--- config.mk ---
export PLATFORM = sky130hd
export DESIGN_NAME = clk_div_bank
export DESIGN_NICKNAME = d
export VERILOG_FILES = /design/src/rtl/clk_div_bank.sv
export SDC_FILE = /design/constraint.sdc
export NUM_CORES = 1
export LEC_CHECK = 0
export ABC_AREA = 1
export BUFFER_PORTS_ARGS = -buffer_cell sky130_fd_sc_hd__buf_2
export CAP_MARGIN = 20
export CORE_MARGIN = 10
export CORE_UTILIZATION = 45
export CTS_CLUSTER_DIAMETER = 200
export DETAILED_ROUTE_END_ITERATION = 10
export HOLD_SLACK_MARGIN = 0.03
export SYNTH_ARGS = -nofsm -noshare
export SYNTH_HDL_FRONTEND = slang
export SYNTH_SLANG_ARGS = --single-unit
--- constraint.sdc ---
create_clock -name CLKIN -period 7.4 [get_ports CLKIN]
set_input_delay 0.74 -clock CLKIN [delete_from_list [all_inputs] [get_ports CLKIN]]
set_output_delay 0.74 -clock CLKIN [all_outputs]
set_load 0.02 [all_outputs]
--- src/rtl/clk_div_bank.sv ---
// clk_div_bank: NUM_CH runtime-reprogrammable clock dividers with a settle indicator.
// Optional macro CLKDIV_PHASE_ALIGN_EN: any apply restarts every channel counter on the same edge.
module clk_div_bank #(
  parameter int                      NUM_CH     = 2,
  parameter int                      CNT_W      = 8,
  parameter logic [NUM_CH*CNT_W-1:0] DEF_DIV    = {8'd4, 8'd2},
  parameter int                      SETTLE_CYC = 16,
  localparam int                     CH_W       = (NUM_CH > 1) ? $clog2(NUM_CH) : 1
) (
  input  logic              CLKIN,
  input  logic              rst_n,
  input  logic              cfg_wr,
  input  logic [CH_W-1:0]   cfg_ch,
  input  logic [CNT_W-1:0]  cfg_div,
  output logic              cfg_rdy,
  output logic              cfg_err,
  output logic [NUM_CH-1:0] clk_div,
  output logic [NUM_CH-1:0] ce,
  output logic              clks_valid
);
  localparam int ST_W = (SETTLE_CYC > 1) ? $clog2(SETTLE_CYC) : 1;

  typedef enum logic {SETTLE = 1'b0, LOCKED = 1'b1} settle_t;

  logic [CNT_W-1:0]  r_cnt    [NUM_CH];
  logic [CNT_W-1:0]  r_div    [NUM_CH];
  logic [CNT_W-1:0]  r_shadow [NUM_CH];
  logic [NUM_CH-1:0] r_pend;
  logic [NUM_CH-1:0] r_clk;
  logic [NUM_CH-1:0] r_ce;
  logic              r_rdy;
  logic              r_err;
  logic              r_valid;
  logic              r_run;
  settle_t           r_state;
  logic [ST_W-1:0]   r_settle;

  logic [CNT_W-1:0]  w_cnt_nx [NUM_CH];
  logic [CNT_W-1:0]  w_div_nx [NUM_CH];
  logic [NUM_CH-1:0] w_apply;
  logic [NUM_CH-1:0] w_pend_nx;
  logic              w_apply_any;
  logic              w_accept;
  logic              w_bad;
  logic              w_good;

  // Next-state for counters, divisors and pending flags; r_run holds cnt at 0 on the release edge.
  always_comb begin
    w_accept = cfg_wr & r_rdy;
    w_bad    = (cfg_div < CNT_W'(2)) || (int'(cfg_ch) >= NUM_CH);
    w_good   = w_accept & ~w_bad;
    for (int i = 0; i < NUM_CH; i++) begin
      w_apply[i] = r_pend[i] && (r_cnt[i] == (r_div[i] - CNT_W'(1)));
    end
    w_apply_any = |w_apply;
    for (int i = 0; i < NUM_CH; i++) begin
      w_div_nx[i]  = w_apply[i] ? r_shadow[i] : r_div[i];
      w_pend_nx[i] = (r_pend[i] & ~w_apply[i]) | (w_good && (int'(cfg_ch) == i));
      if (!r_run || (r_cnt[i] == (r_div[i] - CNT_W'(1)))) begin
        w_cnt_nx[i] = '0;
`ifdef CLKDIV_PHASE_ALIGN_EN
      end else if (w_apply_any) begin
        w_cnt_nx[i] = '0;
`endif
      end else begin
        w_cnt_nx[i] = r_cnt[i] + CNT_W'(1);
      end
    end
  end

  // Channel state and outputs; outputs are computed from the next cnt so they align with it.
  always_ff @(posedge CLKIN) begin
    if (!rst_n) begin
      for (int i = 0; i < NUM_CH; i++) begin
        r_cnt[i]    <= '0;
        r_div[i]    <= DEF_DIV[i*CNT_W +: CNT_W];
        r_shadow[i] <= '0;
      end
      r_pend <= '0;
      r_clk  <= '0;
      r_ce   <= '0;
      r_rdy  <= 1'b0;
      r_err  <= 1'b0;
      r_run  <= 1'b0;
    end else begin
      r_run  <= 1'b1;
      r_rdy  <= ~|w_pend_nx;
      r_err  <= w_accept & w_bad;
      r_pend <= w_pend_nx;
      for (int i = 0; i < NUM_CH; i++) begin
        r_cnt[i] <= w_cnt_nx[i];
        r_div[i] <= w_div_nx[i];
        if (w_good && (int'(cfg_ch) == i)) begin
          r_shadow[i] <= cfg_div;
        end
        r_clk[i] <= (w_cnt_nx[i] >= (w_div_nx[i] >> 1));
        r_ce[i]  <= (w_cnt_nx[i] == (w_div_nx[i] - CNT_W'(1)));
      end
    end
  end

  // Settle tracker: counts quiet cycles from release or apply edge, then locks.
  always_ff @(posedge CLKIN) begin
    if (!rst_n || !r_run) begin
      r_state  <= SETTLE;
      r_settle <= '0;
      r_valid  <= 1'b0;
    end else if (w_good) begin
      r_state  <= SETTLE;
      r_settle <= '0;
      r_valid  <= 1'b0;
    end else begin
      case (r_state)
        SETTLE: begin
          r_valid <= 1'b0;
          if ((r_pend != '0) && !w_apply_any) begin
            r_settle <= '0;
          end else if (r_settle == ST_W'(SETTLE_CYC - 1)) begin
            r_state <= LOCKED;
            r_valid <= 1'b1;
          end else begin
            r_settle <= r_settle + ST_W'(1);
          end
        end
        LOCKED: begin
          r_valid <= 1'b1;
        end
        default: begin
          r_state  <= SETTLE;
          r_settle <= '0;
          r_valid  <= 1'b0;
        end
      endcase
    end
  end

  assign cfg_rdy    = r_rdy;
  assign cfg_err    = r_err;
  assign clk_div    = r_clk;
  assign ce         = r_ce;
  assign clks_valid = r_valid;
endmodule
======== After elaboration in Yosys (flattened, before gate mapping) ========
Memories as Yosys holds them, arrays and structs flattened.
Cells that the tools add are included.
cells by class
  $add $sub $neg .......................... 7
  magnitude comparators ................... 3
  eq/ne operators ......................... 6
  multiplexer cells ....................... 24
  bitwise gates (word level) .............. 18
  reduce and logical (&&, ||, !) cells .... 17
operator list
  operator             number
  $mux 8               10
  $eq 8x8->1           4
  $sub 8x1->8 const B  4
  $add 8x1->8 const B  2
  $ge 8x7->1           2
  $mux 1               11
  $lt 8x2->1 const B   1
  $mux 4               2
  $or 1x1->1           8
  $reduce_or 2->1      3
  $and 1x1->1          5
  $logic_and 1x1->1    5
  $not 1->1            5
  $add 4x1->4 const B  1
  $eq 4x4->1 const B   1
  $logic_not 1->1      4
  $logic_or 1x1->1     3
  $ne 2x2->1 const B   1
  $pmux 1 s2           1
  $reduce_and 2->1     1
  $reduce_bool 2->1    1
storage, ports and cells
  bits in registers ....................... 15
  RAM bits ................................ 48
  input bits .............................. 12
  output and inout bits ................... 7
  logic and storage cells ................. 87
  memories kept ........................... 3
memory list
  name      depth  width  rd ports  clocked after Yosys merged registers in  wr ports  RTL line  RTL
  r_cnt     2      8      2         0                                        2         25        logic [CNT_W-1:0] r_cnt [NUM_CH];
  r_div     2      8      2         0                                        2         26        logic [CNT_W-1:0] r_div [NUM_CH];
  r_shadow  2      8      2         0                                        2         27        logic [CNT_W-1:0] r_shadow [NUM_CH];

======== Logic depth before layout (Yosys ltp) ========
Gate-level depths: netlist of the first run.
  depth in word-level cells ............... 8
  gate-level depth with buffers ........... 25
  depth with buffers taken out ............ 25

======== Worst setup path before layout of the first run ========
No wires, ideal clock.
  kind .................................... register to register
  start point ............................. memory r_div[1][0], in the netlist r_div[0][8]
  end point ............................... register r_clk[1], in the netlist clk_div[1]
  library setup time ...................... 128 ps
  arrival time ............................ 2928 ps
  data required time ...................... 7272 ps
  path slack .............................. 4344 ps
  cell stages (with the launch flop) ...... 25
  buffers on the path ..................... 1
  period minus slack after synthesis ...... 3056 ps
  cell sequence ........................... dfxtp_1 -> inv_2 -> ha_1 -> nand2_1 -> inv_1 -> nor2_1 -> nand2_1 -> nor2_1 -> nand3_2 -> nor2_4 -> nand4_4 -> buf_6 -> nand2_1 -> nand2_2 -> inv_1 -> ha_1 -> inv_1 -> a21boi_0 -> o21a_1 -> o21ai_0 -> nand2_1 -> a21o_1 -> a21o_1 -> a211oi_1 -> nor2_1
RTL lines
  element                          RTL line  RTL
  from (decl)                      26
  to (signal, indexed assignment)  96        r_clk[i] <= (w_cnt_nx[i] >= (w_div_nx[i] >> 1));
  to (decl)                        29        logic [NUM_CH-1:0] r_clk;

==> results of run 1 <==
synthesized netlist by cell type, drive strengths merged:
cell type,n,share of area (%)
nor3b,1,0.18
nor3,6,0.70
xnor2,8,1.6
nand3,65,8.9
ha,21,6.1
nand4,8,1.5
nor4,1,0.15
clkbuf,5,0.44
xor2,8,1.6
inv,106,9.3
a21o,2,0.35
a21boi,2,0.35
buf,3,0.50
mux2i,1,0.23
o21a,2,0.35
a211oi,1,0.18
o211ai,1,0.18
or2,3,0.44
a31oi,1,0.15
nor2,108,11
nand3b,2,0.35
o21bai,2,0.35
nand2b,1,0.15
dfxtp,46,21
clkinv,1,0.087
a21oi,5,0.58
edfxtp,16,11
a22oi,2,0.35
o21ai,17,2.2
nand2,209,19
power by group through the flow:
stage / registers (W) / clock network (W) / logic (W)
after floorplan: 0.000374 / 0 / 0.0000509
after global placement: 0.000376 / 0 / 0.0000704
after detailed placement: 0.000376 / 0 / 0.0000710
after CTS: 0.000368 / 0.000289 / 0.0000714
after global routing: 0.000369 / 0.000303 / 0.0000818
final: 0.000368 / 0.000284 / 0.0000712
final timing paths:
check,cells after the start,to,start,slack (ns)
min,2,cfg_err,cfg_rdy,0.49
min reg2reg,2,cfg_err,cfg_rdy,0.49
max,23,clk_div[1],r_div[0][8],4.04
max reg2reg,23,clk_div[1],r_div[0][8],4.04
area by class of cell:
class | count | area (sq um) | share of cell area [%]
inverters | 107 | 402 | 8.54
multi-input cells | 477 | 2440 | 52.0
clock inverters | 6 | 43.8 | 0.931
clock buffers | 10 | 149 | 3.16
repair buffers | 20 | 103 | 2.18
flip-flops and latches | 62 | 1400 | 29.8
well taps | 129 | 161 | 3.43
kinds of logic (layout without fill, tap and decap cells):
logic type,after synthesis,in the layout,synth area share [%]
AOI/OAI and AO/OA,35,35,5.08
xor gates and xnor gates,16,16,3.27
adders and majority gates,21,21,6.13
buffers and inverters,115,143,10.3
DFF,62,62,32.7
muxes,1,1,0.233
and+or+nand+nor,404,404,42.3
sequential cells by signal, summed over array words and instances, names as in the netlist:
signal,flops
clk_div,2
r_cnt,16
clks_valid,1
r_run,1
r_pend,2
ce,2
r_shadow,16
cfg_rdy,1
r_div,16
r_settle,4
cfg_err,1
worst max-delay path, stage by stage, from the launching register on:
cell      delay [ns]
dfxtp_1         0.36
inv_2           0.09
ha_1            0.35
nand2_1         0.07
inv_1           0.04
nor2_1          0.08
nand2_1         0.05
nor2_1          0.12
nand3_2         0.09
nor2_4          0.12
nand4_4         0.24
nand2_1         0.18
nand2_2         0.11
inv_1           0.07
ha_1            0.22
inv_1           0.05
a21boi_0        0.07
o21a_1          0.16
o21ai_0         0.14
nand2_1         0.08
a21o_1          0.15
a21o_1          0.15
a211oi_1        0.20
nor2_1          0.05
through the flow:
stage / setup slack [ns] / instances
floorplan: 4.34 / 654
global placement: 4.10 / 794
detailed placement: 4.03 / 794
CTS: 4.03 / 810
global route: 3.71 / 811
finish: 4.04 / 811
routing by layer:
layer  global-route usage (%)  vias to the layer above  routed length [microns]
li1                         -                     2083                        -
met1                     21.0                     1744                     5300
met2                     21.5                       84                     4270
met3                     3.26                       14                      519
met4                     5.56                        0                      165
met5                        0                        -                        0
placed cells by master (no fill, tap or decap), types with 3 or more instances in the layout:
master    instances
xnor2_1           8
nand3_2           6
xor2_1            8
o21ai_0          12
nor2_4            6
o21ai_2           3
inv_1            93
nand2_1         195
nand2_2          14
edfxtp_1         16
nor2_2            6
nor3_1            6
a21oi_1           5
nor2_1           96
nand3_1          57
clkbuf_8          9
inv_2            13
nand4_1           7
dfxtp_1          46
ha_1             21
buf_2            18
==> results.py, run 1 <==
metrics = {
    "outcome": {
        "status": "completed",
    },
    "detailed_routing": {
        "drc": 0,
        "num_vias": 3925,
        "wl_per_cell_microns": 12.6,
        "drt.antenna.violating_nets": 0,
        "wirelength_mm": 10.3,
        "viasPerCell": 4.84,
        "drt-initial-drc-count": 312,
        "firstDrtPassIters": 5,
    },
    "pwr": {
        "p_int_w": 0.000526,
        "power_frac_seq_pct": 50.9,
        "swShare_pct": 27.3,
        "finalPower_w": 0.000724,
        "p_leak_nw": 2.44,
        "p_sw_w": 0.000198,
        "clkPwrFrac_pct": 39.3,
        "power_density_nw_per_um2": 154,
        "ir_drop_v": 0.000148,
        "combPwrFrac_pct": 9.8,
    },
    "synth": {
        "syn_area_per_cell_sq_um": 6.56,
        "syn_nets": 687,
        "synth-seq-area-share_pct": 32.7,
        "yosys_warnings": 0,
        "ys_types": 41,
        "netlist_area_sq_um": 4290,
        "synth_seq_cells": 62,
        "syn_inst": 654,
    },
    "placement": {
        "hpwlAfterDp_mm": 8.13,
        "place_area_sq_um": 4510,
        "gp_congestion": 0.900,
        "portBuffers": 18,
    },
    "floorplan": {
        "initial_utilization_pct": 46.4,
        "core.rowCount": 35,
        "die_x_microns": 118,
        "die_y_microns": 118,
        "io_pins": 19,
        "core_area_sq_um": 9240,
        "fp.dieArea_sq_um": 13800,
    },
    "grt": {
        "grt_first_pass_wirelength_mm": 17.3,
        "grt_pass1_vias": 3658,
        "grt_start_max_net_pins": 36,
        "grt_usage_pct": 14.9,
        "antenna_found_initial": 0,
        "overflow": 0,
    },
    "final_layout": {
        "finish.utilization_pct": 50.9,
        "antenna_cells": 0,
        "stdcell_area_sq_um": 4700,
        "finalNetCount": 710,
        "synthToLayoutAreaGrowth_pct": 9.72,
        "fillers": 945,
        "layout-drive-gt1-share_pct": 13.0,
    },
    "sta": {
        "max_slew_margin_pct": 30.6,
        "hold_viol": 0,
        "rsz0062_at_grt": "false",
        "worst_slew_pin_slew_ns": 1.03,
        "finalSetupTns_ns": 0,
        "setup_viol": 0,
        "max_freq_mhz": 298,
        "holdWs_ns": 0.486,
        "min_period_ns": 3.36,
        "layout_worst_path_cycle_share_pct": 45.4,
        "fin_skew_ns": 0.00858,
        "finalMaxSlewViolations": 0,
    },
    "clocking": {
        "insertion_delay_ns": 0.35,
        "cts-root-buf": "clkbuf_8",
        "clk_pin_slew_ns": 0.07,
        "cts_tree": "built",
        "cts_sinks": 62,
        "cts_resized": 0,
        "hold_buffers": 0,
        "postCtsSetupRepairBufs": 0,
        "cts_htree_levels": 3,
        "clk_path_buf_depth": 2,
        "cts_buffers": 9,
    },
    "setup_path": {
        "cp_data_required_time_ns": 7.63,
        "cp-end-kind": "flop",
        "arrival_ns": 3.59,
        "worstPathMaxFanout": 15,
        "worstSetupPathType": "reg -> reg",
        "start_kind": "flop",
    },
    "run": {
        "max_cap_viol_count": 0,
    },
    "worst_hold_path": {
        "min_path_type": "reg -> reg",
    },
}
Note: power is estimated with default switching activity, not from simulation.
==> inputs of run 2 (changes only) <==
--- a/config.mk
+++ b/config.mk
@@ -5,7 +5,7 @@
 export SDC_FILE = /design/constraint.sdc
 export NUM_CORES = 1
 export LEC_CHECK = 0
-export ABC_AREA = 1
+export ABC_AREA = 0
 export BUFFER_PORTS_ARGS = -buffer_cell sky130_fd_sc_hd__buf_2
 export CAP_MARGIN = 20
 export CORE_MARGIN = 10
==> constraint.sdc (replaced) <==
create_clock -name CLKIN -period 3.5 [get_ports CLKIN]
set_input_delay 0.35 -clock CLKIN [delete_from_list [all_inputs] [get_ports CLKIN]]
set_output_delay 0.35 -clock CLKIN [all_outputs]
set_load 0.02 [all_outputs]
==> run 2 against run 1 <==
Effect of this change: clock power rose by 120%; first-iteration DRC count shrank 57%; final cell count down 25%; via count is 15% lower; sequential power rose by 110%; area after synthesis fell by 6.8%; clock-buffer cell count unchanged.
==> results.py, run 2 <==
metrics = {
    "outcome": {
        "status": "completed",
    },
    "final_layout": {
        "fin_cells": 607,
        "final_common_cell": "nor2_1",
        "antenna_cells": 0,
        "finalNetCount": 527,
        "top_regs": "r_cnt: 16 flops, r_div: 16 flops, r_shadow: 16 flops",
        "synthToLayoutAreaGrowth_pct": 17.5,
        "mostFrequentLayoutCells": "53 x nor2_1, 40 x dfxtp_1, 34 x buf_4",
        "layout-drive-gt1-share_pct": 21.8,
        "finish.utilization_pct": 54.1,
    },
    "sta": {
        "finalSetupTns_ns": 0,
        "max_freq_mhz": 298,
        "max_slew_margin_pct": 59.4,
        "min_period_ns": 3.36,
        "finalMaxSlewViolations": 0,
        "setup_viol": 0,
        "layout_worst_path_cycle_share_pct": 95.9,
        "worst_slew_pin_slew_ns": 0.604,
        "hold_viol": 0,
        "fin_skew_ns": 0.0169,
    },
    "synth": {
        "synth-seq-area-share_pct": 35.1,
        "ys_types": 62,
        "yosys-top-cells-count": "55 x nor2_1, 46 x dfxtp_1, 30 x nor3_1, 24 x xor2_1, 23 x xnor2_1",
        "async_flop_share_pct": 0,
        "synth_compound_area_share_pct": 13.1,
        "synth-adder-area-share_pct": 6.57,
        "synth_seq_cells": 62,
        "syn_nets": 480,
        "synth-main-ff-cell": "dfxtp_1",
        "synth-edff-count": 16,
        "synth_mux_area_share_pct": 5.60,
        "synth_top_area_share_pct": 23.0,
        "synth_area_leaders": "dfxtp_1 23%, edfxtp_1 12%, ha_1 6.6%, xor2_1 5.3%, nor2_1 5.2%",
        "synth_xor_area_share_pct": 10.9,
        "syn_area_per_cell_sq_um": 8.94,
        "yosys_warnings": 0,
        "netlist_area_sq_um": 4000,
        "syn_inst": 447,
        "synth.most_common_cell": "nor2_1",
        "synth_largest_area_cell": "dfxtp_1",
        "synth_top_family_by_area": "simple AND/OR/NAND/NOR gates",
        "synth-simple-area-share_pct": 24.4,
    },
    "setup_path": {
        "worstSetupPathType": "reg -> reg",
        "crit_path_top_delay_cell": "or4_4",
        "arrival_ns": 3.61,
        "regToRegEndpoint": "ce[0]",
        "r2r_cells": 11,
        "cp_data_required_time_ns": 3.75,
        "slowest_delay_ns": 0.54,
        "ff2ff_setup_slack_ns": 0.14,
        "path_cells": "or4_4 > nor3_4 > xnor2_2 > and4_4 > nand3_4 > mux2i_4 > ha_1 > or4b_1 > mux2_2 > o31a_1 > nor4_2",
        "cp-end-kind": "flop",
        "start_kind": "flop",
        "worstPathMaxFanout": 5,
        "rr_startpoint": "r_div[0][4]",
    },
    "clocking": {
        "hold_buffers": 0,
        "cts_sinks": 62,
        "insertion_delay_ns": 0.35,
        "cts_tree": "built",
        "clk_path_buf_depth": 2,
        "cts-root-buf": "clkbuf_8",
        "cts_buffers": 9,
        "cts_htree_levels": 3,
        "clk_pin_slew_ns": 0.08,
    },
    "detailed_routing": {
        "viasPerCell": 5.53,
        "drc": 0,
        "drt.antenna.violating_nets": 0,
        "firstDrtPassIters": 5,
        "wl_per_cell_microns": 17.1,
        "wirelength_mm": 10.4,
        "drt-initial-drc-count": 135,
        "num_vias": 3355,
    },
    "pwr": {
        "ir_drop_v": 0.000227,
        "p_leak_nw": 1.86,
        "power_density_nw_per_um2": 333,
        "finalPower_w": 0.00157,
    },
    "grt": {
        "grt_usage_pct": 16.1,
        "grt_pass1_vias": 3438,
        "grt_start_max_net_pins": 35,
        "overflow": 0,
        "antenna_found_initial": 0,
        "grt_first_pass_wirelength_mm": 16.9,
    },
    "floorplan": {
        "fp.dieArea_sq_um": 13000,
        "die_x_microns": 114,
        "core_area_sq_um": 8680,
        "initial_utilization_pct": 46.0,
        "core.rowCount": 34,
        "die_y_microns": 114,
        "io_pins": 19,
    },
    "worst_hold_path": {
        "min_path_cells": 3,
        "hp-start": "cfg_wr",
        "min_path_type": "in -> reg",
        "holdPathEnd": "cfg_err",
    },
    "placement": {
        "hpwlAfterDp_mm": 7.99,
        "portBuffers": 18,
        "dp_cells": 583,
        "gp_congestion": 0.924,
    },
    "run": {
        "max_cap_viol_count": 0,
    },
}
==> run 2: cell types whose count changed in the layout (fill, tap and decap cells not counted), sizes merged, moves of 17 or more <==
cell | previous run | this run
nand2 | 209 | 13
a21oi | 5 | 22
inv | 107 | 20
nand3 | 65 | 17
nor3 | 6 | 31
nor2 | 108 | 56
buf | 19 | 53
mux2i | 1 | 19
==> run 2: power breakdown <==
group          switching [W]  total (W)  internal, W
registers          0.0000194   0.000777     0.000758
clock network       0.000317   0.000618     0.000301
logic               0.000102   0.000170    0.0000679
total               0.000439    0.00157      0.00113
==> run 2: worst max-delay path by stage <==
stage	to	slack, ns	startpoint	cells after the start
floorplan	ce[0]	0.02	r_div[0][2]	14
global placement	ce[0]	0.12	r_div[0][5]	11
detailed placement	ce[0]	0.05	r_div[0][1]	12
CTS	clk_div[1]	0.03	r_div[0][10]	17
global route	clk_div[1]	-0.01	r_div[0][10]	16
finish	ce[0]	0.14	r_div[0][4]	11
==> run 2: per-stage QoR <==
step,area (sq um),setup WS [ns],hold WS [ns]
floorplan,4030,0.0162,0.378
global placement,4360,0.116,0.474
detailed placement,4360,0.0450,0.480
CTS,4550,0.0255,0.252
global route,4700,-0.0103,0.277
finish,4700,0.142,0.262
==> run 2: cell type report <==
type	instances	area, sq um
Sequential cell	62	1410
Tap cell	108	135
Inverter	21	78.8
Fill cell	838	3980
Clock buffer	10	149
Timing Repair Buffer	54	370
Multi-Input combinational cell	346	2510
Clock inverter	6	45.0
==> run 2: timing repair <==
item	in CTS	in global routing
setup endpoints to repair	0	5
buffers inserted	0	7
gates resized for setup	0	20
==> run 2: per-layer routing <==
| layer | vias to the layer above | part of all wire, % | GRT usage (%) | wire length, microns |
|---|---|---|---|---|
| met5 | - | 0 | 0 | 0 |
| met4 | 0 | 1.2 | 6.43 | 125 |
| met3 | 11 | 3.8 | 2.88 | 395 |
| met2 | 65 | 50 | 27.2 | 5150 |
| met1 | 1582 | 45 | 19.8 | 4720 |
| li1 | 1697 | - | - | - |
==> run 2: kinds of logic (layout without fill, tap and decap cells) <==
family	Yosys count	after routing
xor+xnor	48	48
buf+inv	39	91
mux	22	22
flops	62	62
fa+ha+maj	21	21
compound gates	74	74
simple gates	181	181
==> run 2: worst max-delay path: cells and delay by family (launching register included) <==
kind / cells / cell delay [ns]
AOI/OAI and AO/OA: 1 / 0.13
and+or+nand+nor: 6 / 1.79
adders and majority gates: 1 / 0.31
DFF: 1 / 0.38
muxes: 2 / 0.48
xor gates and xnor gates: 1 / 0.16
==> inputs of run 3 (changes only) <==
--- a/config.mk
+++ b/config.mk
@@ -10,6 +10,7 @@
 export CAP_MARGIN = 20
 export CORE_MARGIN = 10
 export CORE_UTILIZATION = 45
+export CTS_BUF_LIST = sky130_fd_sc_hd__clkbuf_2 sky130_fd_sc_hd__clkbuf_4 sky130_fd_sc_hd__clkbuf_8
 export CTS_CLUSTER_DIAMETER = 200
 export DETAILED_ROUTE_END_ITERATION = 10
 export HOLD_SLACK_MARGIN = 0.03
==> run 3 against run 2 <==
Effect of this change: register-to-register slack about the same; sequential cell count did not move; combinational power barely moved; power up 1.7%; clock power is 4.2% higher; final cell count unchanged; die area did not move; sequential share of layout area is essentially flat; hold slack improved by 0.0010 ns; critical path depth is the same; design area is 0.11% higher; critical path type unchanged; largest power group unchanged; highest routed layer unchanged.
==> results.py, run 3 (synthesized netlist as in run 2, its figures left out) <==
metrics = {
    "grt": {
        "overflow": 0,
        "grt_pass1_vias": 3440,
        "grt_start_max_net_pins": 35,
        "gr-usage-met2_pct": 27.2,
        "antenna_found_initial": 0,
        "busiest_layer": "met2",
        "use_met3_pct": 2.88,
        "grt_usage_pct": 16.1,
        "grt_first_pass_wirelength_mm": 16.9,
        "grtUsageMet1_pct": 19.8,
    },
    "sta": {
        "min_period_ns": 3.35,
        "setup_viol": 0,
        "worst_slew_pin_slew_ns": 0.604,
        "hold_viol": 0,
        "fin_skew_ns": 0.0169,
        "finalMaxSlewViolations": 0,
        "layout_worst_path_cycle_share_pct": 95.8,
        "holdWs_ns": 0.263,
        "max_freq_mhz": 298,
        "max_slew_margin_pct": 59.4,
        "finalSetupTns_ns": 0,
    },
    "floorplan": {
        "initial_utilization_pct": 46.0,
        "core_area_sq_um": 8680,
        "core.rowCount": 34,
        "fp.dieArea_sq_um": 13000,
        "die_x_microns": 114,
        "die_y_microns": 114,
        "io_pins": 19,
    },
    "worst_hold_path": {
        "min_path_cells": 3,
        "min_path_type": "in -> reg",
        "holdPathEnd": "cfg_err",
        "hp-start": "cfg_wr",
    },
    "setup_path": {
        "slowest_delay_ns": 0.54,
        "cp_data_required_time_ns": 3.75,
        "ff2ff_setup_slack_ns": 0.15,
        "start_kind": "flop",
        "crit_path_top_delay_cell": "or4_4",
        "worstSetupPathType": "reg -> reg",
        "cp-end-kind": "flop",
        "path_cells": "or4_4 > nor3_4 > xnor2_2 > and4_4 > nand3_4 > mux2i_4 > ha_1 > or4b_1 > mux2_2 > o31a_1 > nor4_2",
        "rr_startpoint": "r_div[0][4]",
        "arrival_ns": 3.60,
        "regToRegEndpoint": "ce[0]",
        "r2r_cells": 11,
        "worstPathMaxFanout": 5,
    },
    "final_layout": {
        "synthToLayoutAreaGrowth_pct": 17.7,
        "layout-drive-gt1-share_pct": 21.8,
        "antenna_cells": 0,
        "mostFrequentLayoutCells": "53 x nor2_1, 40 x dfxtp_1, 34 x buf_4",
        "top_regs": "r_cnt: 16 flops, r_div: 16 flops, r_shadow: 16 flops",
        "finalNetCount": 527,
        "stdcell_area_sq_um": 4700,
        "finish.utilization_pct": 54.2,
        "final_common_cell": "nor2_1",
    },
    "detailed_routing": {
        "viasPerCell": 5.54,
        "wl_per_cell_microns": 17.1,
        "drc": 0,
        "drt-initial-drc-count": 153,
        "drt.antenna.violating_nets": 0,
        "num_vias": 3360,
        "wirelength_mm": 10.4,
        "firstDrtPassIters": 4,
    },
    "clocking": {
        "clk_path_buf_depth": 2,
        "cts_htree_levels": 3,
        "cts_buffers": 9,
        "cts_sinks": 62,
        "clk_pin_slew_ns": 0.08,
        "insertion_delay_ns": 0.35,
        "cts_tree": "built",
        "cts-root-buf": "clkbuf_8",
    },
    "pwr": {
        "p_leak_nw": 1.86,
        "finalPower_w": 0.00159,
        "power_density_nw_per_um2": 339,
        "ir_drop_v": 0.000224,
    },
    "placement": {
        "portBuffers": 18,
        "gp_congestion": 0.924,
        "place_area_sq_um": 4360,
        "hpwlAfterDp_mm": 7.99,
    },
    "outcome": {
        "status": "completed",
    },
    "run": {
        "max_cap_viol_count": 0,
    },
}
==> run 3: cell types whose count changed in the layout (fill, tap and decap cells not counted) <==
cell	delta
clkbuf_16	-1
bufinv_16	+1
==> run 3: worst max-delay path: cells and delay by family (launching register included) <==
| family | cells | cell delay, ns |
|---|---|---|
| AOI/OAI and AO/OA | 1 | 0.13 |
| xor gates and xnor gates | 1 | 0.16 |
| adders and majority gates | 1 | 0.31 |
| DFF | 1 | 0.38 |
| muxes | 2 | 0.48 |
| and+or+nand+nor | 6 | 1.78 |
==> run 3: final cells by class <==
cell class	count	area (sq um)
timing repair buffer	54	370
sequential	62	1410
tap	108	135
clock buffer	9	124
multi-input combinational	346	2510
fill	838	3980
clock inverter	7	75.1
inverter	21	78.8
==> run 3: timing repair <==
| item | CTS | global route |
|---|---|---|
| buffers inserted | 0 | 7 |
| setup endpoints to repair | 0 | 5 |
| gates resized for setup | 0 | 20 |
| hold buffers | 0 | 0 |
| hold endpoints to repair | 0 | 0 |
==> run 3: how the worst max path moves through the flow <==
stage	slack [ns]	cells after the start	end	startpoint
after floorplan	0.02	14	ce[0]	r_div[0][2]
after CTS	0.03	17	clk_div[1]	r_div[0][10]
final	0.15	11	ce[0]	r_div[0][4]
after global placement	0.12	11	ce[0]	r_div[0][5]
after global routing	-0.01	16	clk_div[1]	r_div[0][10]
after detailed placement	0.05	12	ce[0]	r_div[0][1]
==> run 3: per-layer routing <==
metal / part of all wire, % / vias up
met1: 46 / 1590
met3: 3.8 / 10
met2: 49 / 65
met5: 0 / -
li1: - / 1695
met4: 1.0 / 0
==> run 3: per-stage QoR <==
stage | std cells | setup slack (ns)
after floorplan | 447 | 0.0162
after global placement | 583 | 0.116
after detailed placement | 583 | 0.0450
after CTS | 599 | 0.0255
after global routing | 607 | -0.0103
final | 607 | 0.148
==> run 3: power by group <==
group          internal, W  switching, W  total (W)
combinational    0.0000679      0.000103   0.000171
clock             0.000329      0.000315   0.000644
sequential        0.000758     0.0000197   0.000777
total              0.00116      0.000437    0.00159
